--- src/rtl/reset_release_sequencer.sv ---
// Reset release sequencer: async assertion, synchronized and stretched deassertion, ordered
// per-domain release, and a software warm-reset request/acknowledge handshake.
module reset_release_sequencer #(
    parameter int unsigned SYNC_STAGES = 3,
    parameter int unsigned STRETCH     = 16,
    parameter int unsigned N_DOMAINS   = 4,
    parameter int unsigned GAP         = 4
) (
    input  logic                 clk,
    input  logic                 rst_n,
    input  logic                 sw_req,
    output logic                 sw_ack,
    output logic [N_DOMAINS-1:0] dom_rst,
    output logic                 done
);

    localparam int unsigned CNT_MAX = (STRETCH > GAP) ? STRETCH : GAP;
    localparam int unsigned CNT_W   = $clog2(CNT_MAX) + 1;
    localparam int unsigned IDX_W   = $clog2(N_DOMAINS) + 1;

    localparam logic [CNT_W-1:0] STRETCH_LAST = CNT_W'(STRETCH - 1);
    localparam logic [CNT_W-1:0] GAP_LAST     = CNT_W'(GAP - 1);
    localparam logic [IDX_W-1:0] IDX_LAST     = IDX_W'(N_DOMAINS - 1);

    localparam logic [2:0] ST_HOLD    = 3'd0;
    localparam logic [2:0] ST_STRETCH = 3'd1;
    localparam logic [2:0] ST_RELEASE = 3'd2;
    localparam logic [2:0] ST_RUN     = 3'd3;
    localparam logic [2:0] ST_SWRST   = 3'd4;

    logic [SYNC_STAGES-1:0] sync_q;
    logic                   sync_ok;
    logic [2:0]             state_q, state_d;
    logic [CNT_W-1:0]       cnt_q, cnt_d;
    logic [IDX_W-1:0]       idx_q, idx_d;
    logic [N_DOMAINS-1:0]   dom_q, dom_d;
    logic                   done_q, done_d;
    logic                   ack_q, ack_d;

    // Deassertion synchronizer: cleared only by rst_n, never synchronously.
    always_ff @(posedge clk or negedge rst_n) begin
        if (!rst_n) begin
            sync_q <= '0;
        end else begin
            sync_q <= {sync_q[SYNC_STAGES-2:0], 1'b1};
        end
    end

    assign sync_ok = sync_q[SYNC_STAGES-1];

    always_comb begin
        state_d = state_q;
        cnt_d   = cnt_q;
        idx_d   = idx_q;
        dom_d   = dom_q;
        done_d  = done_q;
        ack_d   = ack_q;
        case (state_q)
            ST_HOLD: begin
                if (sync_ok) begin
                    state_d = ST_STRETCH;
                    cnt_d   = '0;
                end
            end
            ST_STRETCH: begin
                if (cnt_q == STRETCH_LAST) begin
                    cnt_d    = '0;
                    idx_d    = '0;
                    dom_d[0] = 1'b0;
                    if (N_DOMAINS == 1) begin
                        state_d = ST_RUN;
                        done_d  = 1'b1;
                    end else begin
                        state_d = ST_RELEASE;
                    end
                end else begin
                    cnt_d = cnt_q + CNT_W'(1);
                end
            end
            ST_RELEASE: begin
                if (cnt_q == GAP_LAST) begin
                    cnt_d        = '0;
                    idx_d        = idx_q + IDX_W'(1);
                    dom_d[idx_d] = 1'b0;
                    if (idx_d == IDX_LAST) begin
                        state_d = ST_RUN;
                        done_d  = 1'b1;
                    end
                end else begin
                    cnt_d = cnt_q + CNT_W'(1);
                end
            end
            ST_RUN: begin
                if (sw_req) begin
                    state_d = ST_SWRST;
                    dom_d   = '1;
                    done_d  = 1'b0;
                    ack_d   = 1'b1;
                end
            end
            ST_SWRST: begin
                // Warm reset restarts at the stretch; the synchronizer stays settled.
                if (!sw_req) begin
                    state_d = ST_STRETCH;
                    cnt_d   = '0;
                    ack_d   = 1'b0;
                end
            end
            default: begin
                state_d = ST_HOLD;
            end
        endcase
    end

    always_ff @(posedge clk or negedge rst_n) begin
        if (!rst_n) begin
            state_q <= ST_HOLD;
            cnt_q   <= '0;
            idx_q   <= '0;
            dom_q   <= '1;
            done_q  <= 1'b0;
            ack_q   <= 1'b0;
        end else begin
            state_q <= state_d;
            cnt_q   <= cnt_d;
            idx_q   <= idx_d;
            dom_q   <= dom_d;
            done_q  <= done_d;
            ack_q   <= ack_d;
        end
    end

    assign dom_rst = dom_q;
    assign done    = done_q;
    assign sw_ack  = ack_q;

endmodule

--- config.mk ---
export PLATFORM = sky130hd
export DESIGN_NAME = reset_release_sequencer
export DESIGN_NICKNAME = d
export VERILOG_FILES = /design/src/rtl/reset_release_sequencer.sv
export SDC_FILE = /design/constraint.sdc
export NUM_CORES = 1
export LEC_CHECK = 0
export CORE_MARGIN = 2
export CORE_UTILIZATION = 55
export CTS_CLUSTER_DIAMETER = 100
export DETAILED_ROUTE_END_ITERATION = 10
export PLACE_DENSITY = 0.77
export REMOVE_ABC_BUFFERS = 1
export SLEW_MARGIN = 5
export SYNTH_ARGS = -nofsm -noshare
export SYNTH_HDL_FRONTEND = slang
export SYNTH_SLANG_ARGS = --single-unit
export TNS_END_PERCENT = 5
--- constraint.sdc ---
create_clock -name clk -period 2.86 [get_ports clk]
set_input_delay 0.286 -clock clk [delete_from_list [all_inputs] [get_ports clk]]
set_output_delay 0.286 -clock clk [all_outputs]
set_load 0.005 [all_outputs]
==> impl_metrics.py, run 1 <==
metrics = {
    "status": {
        "outcome": "complete, no violations",
    },
    "die": {
        "start_util": 0.575,
        "pin_count": 9,
        "die_height_um": 48.8,
        "die_w_um": 48.8,
        "die_area_mm2": 0.00238,
        "placementRows": 16,
        "coreArea_mm2": 0.00192,
    },
    "clock_network": {
        "postCtsResizedCells": 0,
        "cts_root_buf": "clkbuf_4",
        "max-clock-path-buffers": 2,
        "post_cts_buffers": 0,
        "htreeDepth": 1,
        "cts-hold-fix-buffers": 0,
        "cts_sinks": 20,
        "clk_latency_ns": 0.30,
        "numCtsBuffers": 3,
        "clkSlewWorstSetupHoldPaths_ns": 0.10,
        "cts_tree": "built",
    },
    "place": {
        "port_buffers": 8,
        "hpwl_mm": 1.37,
        "dp.cells": 143,
        "placedInstanceArea_mm2": 0.00120,
        "gp_congestion": 0.798,
    },
    "logic_synthesis": {
        "synthAdderAreaFrac": 0.0906,
        "synth_cell_type_count": 34,
        "synth_area_leader_cell": "dfrtp_1",
        "yosys.area_share.simple": 0.215,
        "syn_inst": 113,
        "synth_seq_area_share": 0.458,
        "synth_xor_area_frac": 0.0159,
        "synth-compound-area-share": 0.143,
        "netlist.area_leader.share": 0.362,
        "syn_area_per_cell_um2": 9.78,
        "synth_top_family_by_area": "simple AND/OR/NAND/NOR gates",
        "synth_seq_cells": 20,
        "synthMuxAreaShare": 0.0328,
        "syn_area_mm2": 0.00110,
        "ys_top_cells_by_area": "dfrtp_1 (36%), dfstp_2 (9.5%), ha_1 (9.1%)",
        "ys_warn_count": 0,
    },
    "drt": {
        "final_antenna_net_count": 0,
        "vias": 827,
        "wl_per_cell_um": 13.0,
        "dr.pass1.iters": 4,
        "via_per_inst": 5.63,
        "drt-total-wl_mm": 1.92,
        "route.detailed.drc": 0,
        "drt_iter0_drc": 7,
    },
    "critical_path": {
        "worst_setup_path_end_kind": "register",
        "cp_max_fo": 5,
        "worst_path_max_delay_cell": "or4b_4",
        "slowest_delay_ns": 0.52,
        "crit_required_ns": 3.05,
        "critical_path.top_delay_family": "simple AND/OR/NAND/NOR gates",
        "cp_num_buf_inv": 0,
        "crit_chain": "ha_1 > or4b_4 > or3_1 > mux2_4",
        "crit_arrival_ns": 2.28,
        "start_kind": "register",
        "crit_type": "register to register",
    },
    "pwr": {
        "seqPwrFrac": 0.470,
        "p_leak_nw": 0.559,
        "power.net_switching_mw": 0.357,
        "power_mw": 1.04,
        "pwr-share-comb": 0.374,
        "peakVddDrop_uv": 566,
        "power.share.clock": 0.156,
        "p_int_mw": 0.683,
        "switching_share": 0.343,
        "p_per_area_mw_per_mm2": 843,
    },
    "sta": {
        "setup_viol": 0,
        "fmax_ghz": 0.480,
        "fin_worst_skew_ns": 0.00492,
        "rsz0062_at_grt": "false",
        "period_needed_ns": 2.08,
        "tns_ns": 0,
        "relSlewSlack": 0.417,
        "tightest_slew_ns": 0.871,
        "fin_crit_sh": 0.728,
        "finalMaxSlewViolations": 0,
        "hold_viol": 0,
    },
    "flow_run": {
        "cap_viol_max_count": 0,
    },
    "global_route": {
        "gr-usage-all-layers": 0.177,
        "antenna_found_initial": 0,
        "grt.overflow.total": 0,
        "grt_pass1_wl_mm": 3.33,
        "grt_pass1_vias": 783,
        "grt_max_degree": 21,
    },
    "final_layout": {
        "fin_nets": 132,
        "final_area_mm2": 0.00123,
        "fillers": 168,
        "utilization": 0.643,
        "drive_above_1_share": 0.117,
        "instances_no_fill": 147,
        "diodes": 0,
        "multiInputGateArea_um2": 553,
        "syn_to_final_growth_pct": 11.8,
        "regArea_um2": 505,
    },
    "hold_path": {
        "hp-class": "register to register",
    },
}
-- sequential cells by signal, indices dropped and copies added, names as in the netlist --
signal and count:
cnt_q 5, dom_rst 4, done 1, idx_q 3, state_q 3, sw_ack 1
sync_q 3
-- stage by stage --
step	hold slack, ns	setup slack [ns]
finish	0.356	0.777
global route	0.371	0.697
CTS	0.363	0.793
detailed placement	0.336	0.813
global placement	0.331	0.865
floorplan	-0.00959	0.916
-- path summary, 6_finish.rpt --
path / from / to / slack (ns) / cells past startpoint
worst min-delay path: sync_q[0]$_DFF_PN0_ / sync_q[1]$_DFF_PN0_ / 0.36 / 0
max in group asynchronous: rst_n / cnt_q[1]$_DFFE_PN0P_ / 1.86 / 1
worst min register to register: sync_q[0]$_DFF_PN0_ / sync_q[1]$_DFF_PN0_ / 0.36 / 0
worst max register to register: cnt_q[0]$_DFFE_PN0P_ / idx_q[1]$_DFFE_PN0P_ / 0.78 / 4
worst max-delay path: cnt_q[0]$_DFFE_PN0P_ / idx_q[1]$_DFFE_PN0P_ / 0.78 / 4
min in group asynchronous: rst_n / state_q[2]$_DFFE_PN0P_ / 0.47 / 1
-- power groups by stage --
stage               logic [mW]  clock network (mW)  registers, mW
detailed placement       0.391                   0          0.494
finish                   0.389               0.162          0.489
CTS                      0.395               0.169          0.489
floorplan                0.261                   0          0.478
global placement         0.386                   0          0.490
global route             0.436               0.180          0.507
-- metal layers --
metal / routed length [µm] / GRT usage / vias to the layer above
met4: 41 / 0.0714 / 0
li1: - / - / 404
met2: 920 / 0.299 / 14
met5: 0 / 0 / -
met3: 56 / 0.0276 / 5
met1: 899 / 0.226 / 404
-- cell families (layout without fill, tap and decap cells) --
| family | Yosys count | count (layout) |
|---|---|---|
| other | 1 | 1 |
| DFF | 20 | 20 |
| muxes | 3 | 3 |
| xor gates and xnor gates | 2 | 2 |
| buffers and inverters | 12 | 19 |
| AOI/OAI and AO/OA | 24 | 24 |
| adders and majority gates | 8 | 8 |
| and+or+nand+nor | 43 | 43 |
-- cell usage after synthesis, drive strengths merged --
cell / n
nor2b: 2
a31oi: 3
nand2: 10
buf: 2
or3: 3
a41oi: 1
nor2: 11
mux2: 2
o21ai: 4
a32oi: 1
nor3b: 5
nand2b: 2
o31a: 1
or3b: 1
a21oi: 6
a21o: 4
mux2i: 1
dfrtp: 16
a32o: 1
xor2: 2
or4b: 1
o22ai: 1
nand3b: 3
conb: 1
clkbuf: 3
o21bai: 1
nor4: 1
ha: 8
dfstp: 4
a31o: 1
nand3: 4
inv: 7
-- area by class of cell --
cell class | instances | share of cell area
Inverter | 7 | 0.0213
Clock buffer | 4 | 0.0294
Timing Repair Buffer | 8 | 0.0648
Multi-Input combinational cell | 81 | 0.448
Sequential cell | 20 | 0.409
Tap cell | 27 | 0.0274
-- placed cells by master (no fill, tap or decap), types with 2 or more instances in the layout --
cell	n
dfrtp_1	16
nor2_1	11
nand2_1	10
ha_1	8
clkdlybuf4s50_1	8
inv_1	7
a21oi_1	6
nor3b_1	5
nand3_1	4
a21o_1	4
o21ai_0	4
dfstp_2	4
or3_1	3
nand3b_1	3
a31oi_1	3
clkbuf_4	3
nand2b_1	2
xor2_1	2
nor2b_1	2
-- worst register-to-register path: cells and delay by family (launching register included) --
kind / cells / cell delay [ns]
fa+ha+maj: 1 / 0.23
mux: 1 / 0.33
flops: 1 / 0.43
simple gates: 2 / 0.99
No activity file was read; power rests on OpenSTA's default activity.
==> run 2, diff against run 1 <==
- clock period: 2.86 -> 2.18 ns (I/O delays scaled with it)
==> run 2 against run 1 <==
  * Register-to-register slack worse by 0.68 ns
  * Combinational power up 40%
  * Non-clock buffer count up 3
  * Wire length up 3.2%
  * Critical endpoint is now idx_q[2]$_DFFE_PN0P_
==> impl_metrics.py, run 2 (same netlist as run 1, synthesis figures left out) <==
metrics = {
    "sta": {
        "tightest_slew_ns": 0.671,
        "setup_viol": 0,
        "relSlewSlack": 0.551,
        "fin_worst_skew_ns": 0.00269,
        "hold_viol": 0,
        "finalMaxSlewViolations": 0,
        "period_needed_ns": 2.08,
        "fmax_ghz": 0.480,
        "timing.hold.ws_ns": 0.304,
        "timing.final.ws_setup_ns": 0.0959,
        "fin_crit_sh": 0.956,
        "tns_ns": 0,
        "rsz0062_at_grt": "false",
    },
    "drt": {
        "via_per_inst": 5.55,
        "drt-total-wl_mm": 1.98,
        "drt_iter0_drc": 10,
        "final_antenna_net_count": 0,
        "vias": 832,
        "route.detailed.drc": 0,
        "dr.pass1.iters": 4,
        "wl_per_cell_um": 13.2,
    },
    "pwr": {
        "p_per_area_mw_per_mm2": 1160,
        "power_mw": 1.48,
        "peakVddDrop_uv": 715,
        "p_leak_nw": 0.581,
    },
    "final_layout": {
        "drive_above_1_share": 0.138,
        "top_register": "cnt_q",
        "instances_no_fill": 150,
        "largest_reg_flops": 5,
        "mostFrequentLayoutCells": "dfrtp_1 (16), nor2_1 (11), nand2_1 (10)",
        "syn_to_final_growth_pct": 15.3,
        "fin_nets": 135,
        "final_area_mm2": 0.00127,
        "final_common_cell": "dfrtp_1",
        "utilization": 0.663,
        "diodes": 0,
    },
    "die": {
        "pin_count": 9,
        "die_height_um": 48.8,
        "die_w_um": 48.8,
        "coreArea_mm2": 0.00192,
        "start_util": 0.575,
        "placementRows": 16,
        "die_area_mm2": 0.00238,
    },
    "critical_path": {
        "critical_path.top_delay_family": "simple AND/OR/NAND/NOR gates",
        "crit_chain": "ha_1 > or4b_4 > or3_1 > mux2i_1 > a21o_1",
        "worst_path_max_delay_cell": "or4b_4",
        "crit_required_ns": 2.39,
        "cp_max_fo": 5,
        "cp_num_buf_inv": 0,
        "crit_arrival_ns": 2.30,
        "cp-startpoint": "cnt_q[0]$_DFFE_PN0P_",
        "slowest_delay_ns": 0.52,
        "worstReg2RegStart": "cnt_q[0]$_DFFE_PN0P_",
        "worst_setup_path_end_kind": "register",
        "start_kind": "register",
        "crit_type": "register to register",
    },
    "place": {
        "port_buffers": 8,
        "placedInstanceArea_mm2": 0.00122,
        "dp.cells": 146,
        "hpwl_mm": 1.50,
        "gp_congestion": 0.813,
        "pre_cts_ws_ns": 0.108,
    },
    "clock_network": {
        "clk_latency_ns": 0.31,
        "clkSlewWorstSetupHoldPaths_ns": 0.12,
        "max-clock-path-buffers": 2,
        "cts_sinks": 20,
        "postCtsResizedCells": 0,
        "cts_root_buf": "clkbuf_4",
        "cts_tree": "built",
        "cts-hold-fix-buffers": 0,
        "post_cts_buffers": 0,
        "htreeDepth": 1,
        "numCtsBuffers": 3,
    },
    "global_route": {
        "grt_pass1_wl_mm": 3.59,
        "antenna_found_initial": 0,
        "grt_max_degree": 16,
        "grt_pass1_vias": 826,
        "grt.overflow.total": 0,
        "gr-usage-all-layers": 0.197,
    },
    "hold_path": {
        "hp-class": "input port to async pin",
    },
    "status": {
        "outcome": "complete, no violations",
    },
    "flow_run": {
        "cap_viol_max_count": 0,
    },
}
-- run 2: power by group --
part | internal, mW | switching [mW] | total, mW
Sequential | 0.511 | 0.117 | 0.627
Combinational | 0.295 | 0.249 | 0.544
Clock | 0.186 | 0.121 | 0.306
-- run 2: worst paths after layout --
| kind | cells after the start | endpoint | slack, ns |
|---|---|---|---|
| hold reg to reg | 0 | sync_q[2]$_DFF_PN0_ | 0.36 |
| max in group asynchronous | 2 | cnt_q[1]$_DFFE_PN0P_ | 1.33 |
| min in group clk | 0 | sync_q[2]$_DFF_PN0_ | 0.36 |
| setup / recovery | 5 | idx_q[2]$_DFFE_PN0P_ | 0.1 |
| hold / removal | 1 | state_q[2]$_DFFE_PN0P_ | 0.30 |
| setup reg to reg | 5 | idx_q[2]$_DFFE_PN0P_ | 0.1 |
-- run 2: layout make-up --
type                       instances  area (µm²)
timing repair buffer              11         103
fill                             172         648
sequential                        20         505
clock inverter                     1        30.0
tap                               27        33.8
inverter                           7        26.3
clock buffer                       3        22.5
multi-input combinational         81         553
-- run 2: routing by layer --
| layer | share of wire | up-vias | GRT usage |
|---|---|---|---|
| met5 | 0 | - | 0 |
| met4 | 0.0091 | 0 | 0.0429 |
| met3 | 0.043 | 5 | 0.0583 |
| met2 | 0.50 | 14 | 0.320 |
| met1 | 0.44 | 400 | 0.263 |
| li1 | - | 413 | - |
